`config.mk`:
```
export PLATFORM = sky130hd
export DESIGN_NAME = sr_excite_drv
export DESIGN_NICKNAME = d
export VERILOG_FILES = /design/src/rtl/sr_pkg.sv /design/src/rtl/sr_excite_lut.sv /design/src/rtl/sr_excite_drv.sv
export SDC_FILE = /design/constraint.sdc
export NUM_CORES = 1
export LEC_CHECK = 0
export CORE_UTILIZATION = 54
export DETAILED_ROUTE_END_ITERATION = 7
export GPL_TIMING_DRIVEN = 0
export PLACE_DENSITY = 0.8
export SKIP_CTS_REPAIR_TIMING = 1
export SLEW_MARGIN = 20
export SYNTH_ARGS = -nofsm -noshare
export SYNTH_HDL_FRONTEND = slang
export SYNTH_HIERARCHICAL = 1
export SYNTH_SLANG_ARGS = --single-unit
```
`constraint.sdc`:
```
create_clock -name clk -period 3.3 [get_ports clk]
set_input_delay 0.825 -clock clk [delete_from_list [all_inputs] [get_ports clk]]
set_output_delay 0.825 -clock clk [all_outputs]
set_load 0.02 [all_outputs]
```
`src/rtl/sr_pkg.sv`:
```
// Shared definitions for the SR excitation driver: FSM states, SR command codes, counter width.
package sr_pkg;

    localparam int CNT_W = 8;

    typedef enum logic [1:0] {
        IDLE  = 2'd0,
        DRIVE = 2'd1,
        WAIT  = 2'd2,
        CHECK = 2'd3
    } sr_state_e;

    // Command encoding is {s, r}
    localparam logic [1:0] SR_HOLD    = 2'b00;
    localparam logic [1:0] SR_RST     = 2'b01;
    localparam logic [1:0] SR_SET     = 2'b10;
    localparam logic [1:0] SR_ILLEGAL = 2'b11;

    // Collapses the forbidden s=r=1 code to a hold so it can never reach the flop.
    function automatic logic [1:0] sr_safe(input logic [1:0] cmd);
        return (cmd == SR_ILLEGAL) ? SR_HOLD : cmd;
    endfunction

endpackage

```
`src/rtl/sr_excite_lut.sv`:
```
// SR excitation table: maps (current q, wanted next q) to the {s,r} command;
// the don't-care input is driven with DC_VAL.
module sr_excite_lut
    import sr_pkg::*;
#(
    parameter logic DC_VAL = 1'b0
) (
    input  logic       q_model,
    input  logic       tgt_q,
    output logic [1:0] sr
);

    // Excitation table lookup
    always_comb begin
        sr = SR_HOLD;
        case ({q_model, tgt_q})
            2'b00:   sr = {1'b0, DC_VAL};
            2'b01:   sr = SR_SET;
            2'b10:   sr = SR_RST;
            2'b11:   sr = {DC_VAL, 1'b0};
            default: sr = SR_HOLD;
        endcase
    end

endmodule

```
`src/rtl/sr_excite_drv.sv`:
```
// Drives an SR flop towards requested target bits and checks y after a settle window.
// Optional macro SR_EXCITE_DRV_ERRCNT_EN adds a saturating 8-bit mismatch counter err_cnt.
module sr_excite_drv
    import sr_pkg::*;
#(
    parameter int SETTLE_CYCLES = 1,
    parameter int DC_VAL        = 0
) (
    input  logic             clk,
    input  logic             rst,
    input  logic             tgt_valid,
    input  logic             tgt_bit,
    output logic             tgt_ready,
    output logic             s,
    output logic             r,
    input  logic             y_fb,
    output logic             done,
    output logic             mismatch,
`ifdef SR_EXCITE_DRV_ERRCNT_EN
    output logic [CNT_W-1:0] err_cnt,
`endif
    output logic             err_flag
);

    generate
        if (SETTLE_CYCLES < 1 || SETTLE_CYCLES > 255) begin : g_bad_settle
            $error("sr_excite_drv: SETTLE_CYCLES must be within 1..255");
        end
        if (DC_VAL != 0 && DC_VAL != 1) begin : g_bad_dc
            $error("sr_excite_drv: DC_VAL must be 0 or 1");
        end
    endgenerate

    localparam logic [CNT_W-1:0] SETTLE_LD = SETTLE_CYCLES[CNT_W-1:0];

    sr_state_e        state_r, state_s;
    logic [CNT_W-1:0] cnt_r, cnt_s;
    logic             tgt_q_r, tgt_q_s;
    logic             q_model_r, q_model_s;
    logic [1:0]       sr_r, sr_s;
    logic [1:0]       lut_sr_s;
    logic             err_flag_r;

    // The command is looked up at accept time so it is registered into the DRIVE cycle
    sr_excite_lut #(.DC_VAL(DC_VAL[0])) u_lut (
        .q_model (q_model_r),
        .tgt_q   (tgt_bit),
        .sr      (lut_sr_s)
    );

    // Next-state, counter and command selection
    always_comb begin
        state_s   = state_r;
        cnt_s     = cnt_r;
        tgt_q_s   = tgt_q_r;
        q_model_s = q_model_r;
        sr_s      = SR_HOLD;
        case (state_r)
            IDLE: begin
                if (tgt_valid) begin
                    tgt_q_s = tgt_bit;
                    cnt_s   = SETTLE_LD;
                    sr_s    = sr_safe(lut_sr_s);
                    state_s = DRIVE;
                end else begin
                    state_s = IDLE;
                end
            end
            DRIVE: state_s = WAIT;
            WAIT: begin
                cnt_s = cnt_r - 8'd1;
                if (cnt_r == 8'd1) begin
                    state_s = CHECK;
                end else begin
                    state_s = WAIT;
                end
            end
            CHECK: begin
                // Track the commanded value, not y_fb, so a faulty flop cannot skew later commands
                q_model_s = tgt_q_r;
                state_s   = IDLE;
            end
            default: state_s = IDLE;
        endcase
    end

    // State and datapath registers
    always_ff @(posedge clk) begin
        if (rst) begin
            state_r    <= IDLE;
            cnt_r      <= 8'd0;
            tgt_q_r    <= 1'b0;
            q_model_r  <= 1'b0;
            sr_r       <= SR_HOLD;
            err_flag_r <= 1'b0;
        end else begin
            state_r    <= state_s;
            cnt_r      <= cnt_s;
            tgt_q_r    <= tgt_q_s;
            q_model_r  <= q_model_s;
            sr_r       <= sr_s;
            err_flag_r <= err_flag_r | mismatch;
        end
    end

`ifdef SR_EXCITE_DRV_ERRCNT_EN
    logic [CNT_W-1:0] err_cnt_r;

    // Saturating mismatch counter
    always_ff @(posedge clk) begin
        if (rst) begin
            err_cnt_r <= 8'd0;
        end else if (mismatch && err_cnt_r != 8'hFF) begin
            err_cnt_r <= err_cnt_r + 8'd1;
        end else begin
            err_cnt_r <= err_cnt_r;
        end
    end

    assign err_cnt = err_cnt_r;
`endif

    assign tgt_ready = (state_r == IDLE);
    assign done      = (state_r == CHECK);
    assign mismatch  = (state_r == CHECK) && (y_fb != tgt_q_r);
    assign s         = sr_r[1];
    assign r         = sr_r[0];
    assign err_flag  = err_flag_r;

endmodule

```
==> results of run 1 <==
worst paths after layout:
| check | start | end | slack, ns | depth (start not counted) |
|---|---|---|---|---|
| worst max-delay path | y_fb | mismatch | 0.29 | 4 |
| worst min-delay path | err_flag | err_flag | 0.49 | 2 |
| worst max register to register | state_r[0] | cnt_r[4] | 1.69 | 6 |
| worst min register to register | err_flag | err_flag | 0.49 | 2 |
cell type report:
| cell class | instances | area [um^2] | share of cell area |
|---|---|---|---|
| sequential | 15 | 300 | 0.347 |
| multi-input combinational | 58 | 398 | 0.460 |
| clock buffer | 3 | 22.5 | 0.0260 |
| tap | 14 | 17.5 | 0.0202 |
| clock inverter | 1 | 5.00 | 0.00578 |
| inverter | 5 | 18.8 | 0.0217 |
| timing repair buffer | 10 | 100 | 0.116 |
| buffer | 1 | 3.75 | 0.00434 |
critical path: stages:
cell and delay, ns:
sky130_fd_sc_hd__clkdlybuf4s50_1 0.47, sky130_fd_sc_hd__xor2_1 0.13, sky130_fd_sc_hd__and2_1 0.16, sky130_fd_sc_hd__clkdlybuf4s50_1 0.60
power by group through the flow:
stage	combinational (mW)	sequential, mW	clock (mW)
6_report	0.107	0.211	0.104
5_1_grt	0.120	0.213	0.113
4_1_cts	0.107	0.211	0.109
3_5_place_dp	0.106	0.215	0
3_3_place_gp	0.102	0.215	0
2_1_floorplan	0.0780	0.213	0
cell families after synthesis:
kind of cell | synth area share
AO/OA/AOI/OAI | 0.0625
flip-flops | 0.417
AND/OR/NAND/NOR | 0.269
XOR/XNOR | 0.0729
multiplexers | 0.0434
adder cells (fa/ha/maj) | 0.104
buffers and inverters | 0.0312
synthesized netlist by cell type:
master | n | area share
sky130_fd_sc_hd__dfxtp_1 | 15 | 0.42
sky130_fd_sc_hd__nor2_1 | 11 | 0.057
sky130_fd_sc_hd__ha_1 | 6 | 0.10
sky130_fd_sc_hd__nand2_1 | 6 | 0.031
sky130_fd_sc_hd__inv_1 | 5 | 0.026
sky130_fd_sc_hd__nor2b_1 | 4 | 0.035
sky130_fd_sc_hd__xor2_1 | 4 | 0.049
sky130_fd_sc_hd__a21oi_1 | 3 | 0.021
sky130_fd_sc_hd__nand3_1 | 3 | 0.021
sky130_fd_sc_hd__nor3_1 | 3 | 0.021
sky130_fd_sc_hd__mux2i_1 | 2 | 0.028
sky130_fd_sc_hd__nor4b_1 | 2 | 0.024
sky130_fd_sc_hd__xnor2_1 | 2 | 0.024
sky130_fd_sc_hd__a311oi_1 | 1 | 0.012
sky130_fd_sc_hd__a32oi_1 | 1 | 0.012
sky130_fd_sc_hd__and2_1 | 1 | 0.0087
sky130_fd_sc_hd__and2b_2 | 1 | 0.012
sky130_fd_sc_hd__clkbuf_1 | 1 | 0.0052
sky130_fd_sc_hd__mux2_2 | 1 | 0.016
sky130_fd_sc_hd__nand2b_1 | 1 | 0.0087
sky130_fd_sc_hd__nand3b_1 | 1 | 0.010
sky130_fd_sc_hd__nor4_1 | 1 | 0.0087
sky130_fd_sc_hd__nor4b_2 | 1 | 0.021
sky130_fd_sc_hd__o21ai_0 | 1 | 0.0069
sky130_fd_sc_hd__o21bai_1 | 1 | 0.010
sky130_fd_sc_hd__or2b_1 | 1 | 0.010
sequential cells by signal, indices dropped and copies added (netlist names):
register   cells
state_r        2
q_model_r      1
tgt_q_r        1
err_flag       1
sr_r           2
cnt_r          8
routing by layer:
metal,vias up,share of wire
li1,292,-
met1,244,0.42
met2,14,0.50
met3,4,0.062
met4,0,0.020
met5,-,0
==> flow_metrics.py, run 1 <==
metrics = {
    "global_routing": {
        "gr-usage-met1": 0.238,
        "groute.layer.met2.usage": 0.383,
        "largest_net_degree_at_the_start_of_global_routing": 11,
        "overflow": 0,
        "grt_antenna_before_repair": 0,
        "grt_first_pass_wirelength_um": 2150,
        "first_global_vias": 521,
        "global_route.usage.met3": 0.105,
        "grt_util_all_layers": 0.232,
        "grt_busiest_layer": "met2",
    },
    "floorplan": {
        "dieWidth_um": 38.5,
        "die_h_um": 38.5,
        "design.core.area_mm2": 0.00117,
        "start_util": 0.615,
        "boundary_pin_count": 11,
        "die-area_mm2": 0.00148,
        "rows": 12,
    },
    "cts": {
        "cts.sinks": 15,
        "cts_buffer_depth": 2,
        "tritoncts": "built",
        "cts.clk_slew.worst_paths_ns": 0.09,
        "cell_chosen_for_the_clock_root": "sky130_fd_sc_hd__clkbuf_4",
        "tritoncts_buffers": 3,
        "clock_insertion_delay_worst_skew_ns": 0.29,
        "htreeDepth": 1,
    },
    "synth": {
        "post_synth_instance_area_um2": 721,
        "seq_area_frac_synth": 0.417,
        "post_synth_num_cell_types": 26,
        "avgSynthCellArea_um2": 9.12,
        "ys.warnings.count": 6,
        "syn-num-nets": 90,
        "post_synth_inst_count": 79,
        "ys_ff_latch": 15,
    },
    "power": {
        "power.total_mw": 0.422,
        "sw_share": 0.308,
        "power_frac_seq": 0.500,
        "pwr-share-clk": 0.247,
        "areal_power_density_over_the_cells_mw_per_mm2": 488,
        "cell_internal_pwr_mw": 0.292,
        "power.combinational.fraction": 0.253,
        "worst_voltage_drop_across_the_vdd_grid_v": 0.000359,
        "p_sw_mw": 0.130,
        "power.leakage_nw": 0.347,
    },
    "timing": {
        "post-route-min-period_ns": 3.01,
        "fmax_ghz": 0.332,
        "setup_tns_final_ns": 0,
        "slew_headroom": 0.718,
        "worst_slew_pin_slew_ns": 0.411,
        "report.final.slew_viol_count": 0,
        "finalSetupViolCount": 0,
        "grt_setup_unrepaired": "false",
        "hold_slack_ns": 0.492,
        "finalCritPeriodShare": 0.913,
        "timing.final.hold_violations": 0,
        "finalWorstSetupSlack_ns": 0.287,
        "skew_ns": 0.0129,
    },
    "worst_setup_path": {
        "critical_path_class": "primary input to output port",
        "worstSetupStartpointType": "primary input",
        "critical_path_peak_fanout": 2,
        "arrival_ns": 2.19,
        "end_kind": "output port",
        "crit_required_ns": 2.47,
    },
    "detailed_routing": {
        "drt-pass1-iter-count": 4,
        "routed_wl_um": 1370,
        "detail_route.wl_per_cell_um": 12.8,
        "drt_drc_violations_left": 0,
        "ant_nets": 0,
        "detail_route.iter0.violations": 10,
        "dr_total_vias": 554,
        "route.detailed.vias_per_inst": 5.18,
    },
    "cells_and_area": {
        "layout_common_cells": "sky130_fd_sc_hd__dfxtp_1 (15), sky130_fd_sc_hd__nor2_1 (11), sky130_fd_sc_hd__clkdlybuf4s50_1 (10)",
        "stdcell_count": 107,
        "final_core_utilization": 0.739,
        "layout.filler_cells": 97,
        "num_antenna_cells": 0,
        "flow.area_growth_from_synthesis_pct": 20.1,
        "final_layout_net_count": 105,
        "drive_gt1_frac": 0.0753,
        "leading_cell_type_in_the_layout_fill_and_taps_excluded": "sky130_fd_sc_hd__dfxtp_1",
        "layout.cell_area.non_filler_um2": 866,
    },
    "outcome": {
        "outcome": "finished, final reports clean",
    },
    "place": {
        "post_dp_cell_area_um2": 838,
        "pre_cts_slack_ns": 0.290,
        "dp_hpwl_um": 1040,
        "buffer_ports.inserted": 10,
        "placed_cells": 103,
        "gpl.final_weighted_congestion": 0.750,
    },
    "min_path": {
        "min-delay-path-class": "register to register",
    },
    "flow_run": {
        "drv_cap": 0,
    },
}
(Power assumes the default switching activity.)
==> inputs of run 2 (changes only) <==
--- a/config.mk
+++ b/config.mk
@@ -5,7 +5,9 @@
 export SDC_FILE = /design/constraint.sdc
 export NUM_CORES = 1
 export LEC_CHECK = 0
-export CORE_UTILIZATION = 54
+export ABC_AREA = 1
+export CORE_UTILIZATION = 55
+export CTS_CLUSTER_SIZE = 20
 export DETAILED_ROUTE_END_ITERATION = 7
 export GPL_TIMING_DRIVEN = 0
 export PLACE_DENSITY = 0.8
==> flow_metrics.py, run 2 <==
metrics = {
    "global_routing": {
        "largest_net_degree_at_the_start_of_global_routing": 11,
        "gr-usage-met1": 0.281,
        "groute.layer.met2.usage": 0.375,
        "grt_antenna_before_repair": 0,
        "global_route.usage.met3": 0.102,
        "grt_util_all_layers": 0.234,
        "overflow": 0,
        "first_global_vias": 562,
        "grt_first_pass_wirelength_um": 2330,
        "grt_busiest_layer": "met2",
    },
    "timing": {
        "setup_tns_final_ns": 0,
        "skew_ns": 0.000981,
        "finalCritPeriodShare": 0.894,
        "timing.final.hold_violations": 0,
        "fmax_ghz": 0.339,
        "slew_headroom": 0.795,
        "worst_slew_pin_slew_ns": 0.307,
        "post-route-min-period_ns": 2.95,
        "finalSetupViolCount": 0,
        "report.final.slew_viol_count": 0,
        "grt_setup_unrepaired": "false",
    },
    "cells_and_area": {
        "num_antenna_cells": 0,
        "layout_top_registers": "cnt_r (8), sr_r (2), state_r (2)",
        "leading_cell_type_in_the_layout_fill_and_taps_excluded": "sky130_fd_sc_hd__nor2_1",
        "largest_reg_flops": 8,
        "flow.area_growth_from_synthesis_pct": 18.4,
        "layout_common_cells": "sky130_fd_sc_hd__nor2_1 (24), sky130_fd_sc_hd__inv_1 (23), sky130_fd_sc_hd__nand2_1 (16)",
        "final_layout_net_count": 136,
        "registers.top_by_ff_count": "cnt_r",
        "drive_gt1_frac": 0.0806,
        "final_core_utilization": 0.709,
    },
    "flow_run": {
        "drv_cap": 0,
    },
    "synth": {
        "seq_area_frac_synth": 0.380,
        "post_synth_instance_area_um2": 790,
        "synth_top_area_share": 0.380,
        "synth-edff-count": 0,
        "synth_top_cells_by_area": "sky130_fd_sc_hd__dfxtp_1 (38%), sky130_fd_sc_hd__nor2_1 (11%), sky130_fd_sc_hd__inv_1 (11%), sky130_fd_sc_hd__ha_1 (9.5%), sky130_fd_sc_hd__nand2_1 (7.6%)",
        "dominant_synthesized_flop_cell": "sky130_fd_sc_hd__dfxtp_1",
        "avgSynthCellArea_um2": 7.18,
        "post_synth_inst_count": 110,
        "ys.warnings.count": 6,
        "ys_async_sr_fraction": 0,
        "synth.top_cells.by_count": "sky130_fd_sc_hd__nor2_1 (24), sky130_fd_sc_hd__inv_1 (23), sky130_fd_sc_hd__nand2_1 (16)",
        "post-synth-top-count-cell": "sky130_fd_sc_hd__nor2_1",
        "ys_ff_latch": 15,
        "synthDominantAreaCellType": "sky130_fd_sc_hd__dfxtp_1",
        "syn-num-nets": 121,
        "post_synth_num_cell_types": 19,
    },
    "floorplan": {
        "design.core.area_mm2": 0.00132,
        "die_h_um": 39.9,
        "die-area_mm2": 0.00159,
        "start_util": 0.599,
        "dieWidth_um": 39.9,
        "rows": 13,
        "boundary_pin_count": 11,
    },
    "power": {
        "power.total_mw": 0.650,
        "worst_voltage_drop_across_the_vdd_grid_v": 0.000461,
        "power.leakage_nw": 0.444,
        "areal_power_density_over_the_cells_mw_per_mm2": 695,
    },
    "detailed_routing": {
        "ant_nets": 0,
        "route.detailed.vias_per_inst": 4.96,
        "detail_route.wl_per_cell_um": 10.8,
        "detail_route.iter0.violations": 22,
        "drt-pass1-iter-count": 4,
        "routed_wl_um": 1510,
        "dr_total_vias": 689,
        "drt_drc_violations_left": 0,
    },
    "cts": {
        "tritoncts_buffers": 3,
        "cts.clk_slew.worst_paths_ns": 0.08,
        "cts.sinks": 15,
        "clock_insertion_delay_worst_skew_ns": 0.28,
        "cell_chosen_for_the_clock_root": "sky130_fd_sc_hd__clkbuf_4",
        "htreeDepth": 1,
        "cts_buffer_depth": 2,
        "tritoncts": "built",
    },
    "worst_setup_path": {
        "most_common_cell_type_on_the_critical_path": "sky130_fd_sc_hd__clkdlybuf4s50_1",
        "critical-path-slowest-cell": "sky130_fd_sc_hd__clkdlybuf4s50_1",
        "arrival_ns": 2.12,
        "worstSetupStartpointType": "primary input",
        "worstPathCellList": "clkdlybuf4s50_1 -> a21oi_1 -> o21ai_0 -> inv_1 -> clkdlybuf4s50_1",
        "end_kind": "output port",
        "critical_path_peak_fanout": 2,
        "max_stage_delay_ns": 0.60,
        "crit_required_ns": 2.47,
        "critical_path_class": "primary input to output port",
    },
    "min_path": {
        "min-delay-path-class": "register to register",
    },
    "outcome": {
        "outcome": "finished, final reports clean",
    },
    "place": {
        "buffer_ports.inserted": 10,
        "dp_hpwl_um": 1220,
        "gpl.final_weighted_congestion": 0.757,
    },
}
[run 2: routing by layer]
| layer | vias up | share of wire |
|---|---|---|
| li1 | 364 | - |
| met1 | 303 | 0.45 |
| met2 | 18 | 0.49 |
| met3 | 4 | 0.048 |
| met4 | 0 | 0.013 |
| met5 | - | 0 |
[run 2: cell type report]
| cell class | count | area (um^2) |
|---|---|---|
| buffer | 1 | 11.3 |
| clock buffer | 4 | 26.3 |
| fill | 100 | 383 |
| inverter | 23 | 86.3 |
| multi-input combinational | 71 | 392 |
| sequential | 15 | 300 |
| tap | 15 | 18.8 |
| timing repair buffer | 10 | 100 |
[run 2: path summary, 6_finish.rpt]
path         slack (ns)        from  cells after the start       end
max                0.35        y_fb                      5  mismatch
min                0.49    err_flag                      2  err_flag
max reg2reg        1.89  state_r[1]                      7  cnt_r[3]
min reg2reg        0.49    err_flag                      2  err_flag
[run 2: cells by family after synthesis]
group / after synthesis / share of synthesized area
buffers and inverters: 24 / 0.124
adders and majority gates: 6 / 0.0951
xor gates and xnor gates: 1 / 0.0111
and+or+nand+nor: 53 / 0.314
DFF: 15 / 0.380
AOI/OAI and AO/OA: 11 / 0.0761
[run 2: where the power goes]
group / internal [mW] / total, mW / leakage, nW / switching (mW)
clock: 0.0470 / 0.103 / 0.0150 / 0.0561
sequential: 0.219 / 0.254 / 0.123 / 0.0345
combinational: 0.116 / 0.293 / 0.306 / 0.177
total: 0.382 / 0.650 / 0.444 / 0.268
[run 2: critical path: cells and delay by family]
| family | cells | cell delay, ns |
|---|---|---|
| buffers and inverters | 3 | 1.09 |
| AO/OA/AOI/OAI | 2 | 0.21 |
[run 2: through the flow]
step	cells	hold WS (ns)	setup slack [ns]	cell area, um^2
2_1_floorplan	110	0.465	1.30	790
6_report	139	0.489	0.350	935
3_5_place_dp	135	0.475	0.338	908
4_1_cts	139	0.495	0.337	935
5_1_grt	139	0.529	0.213	935
3_3_place_gp	135	0.447	0.357	908
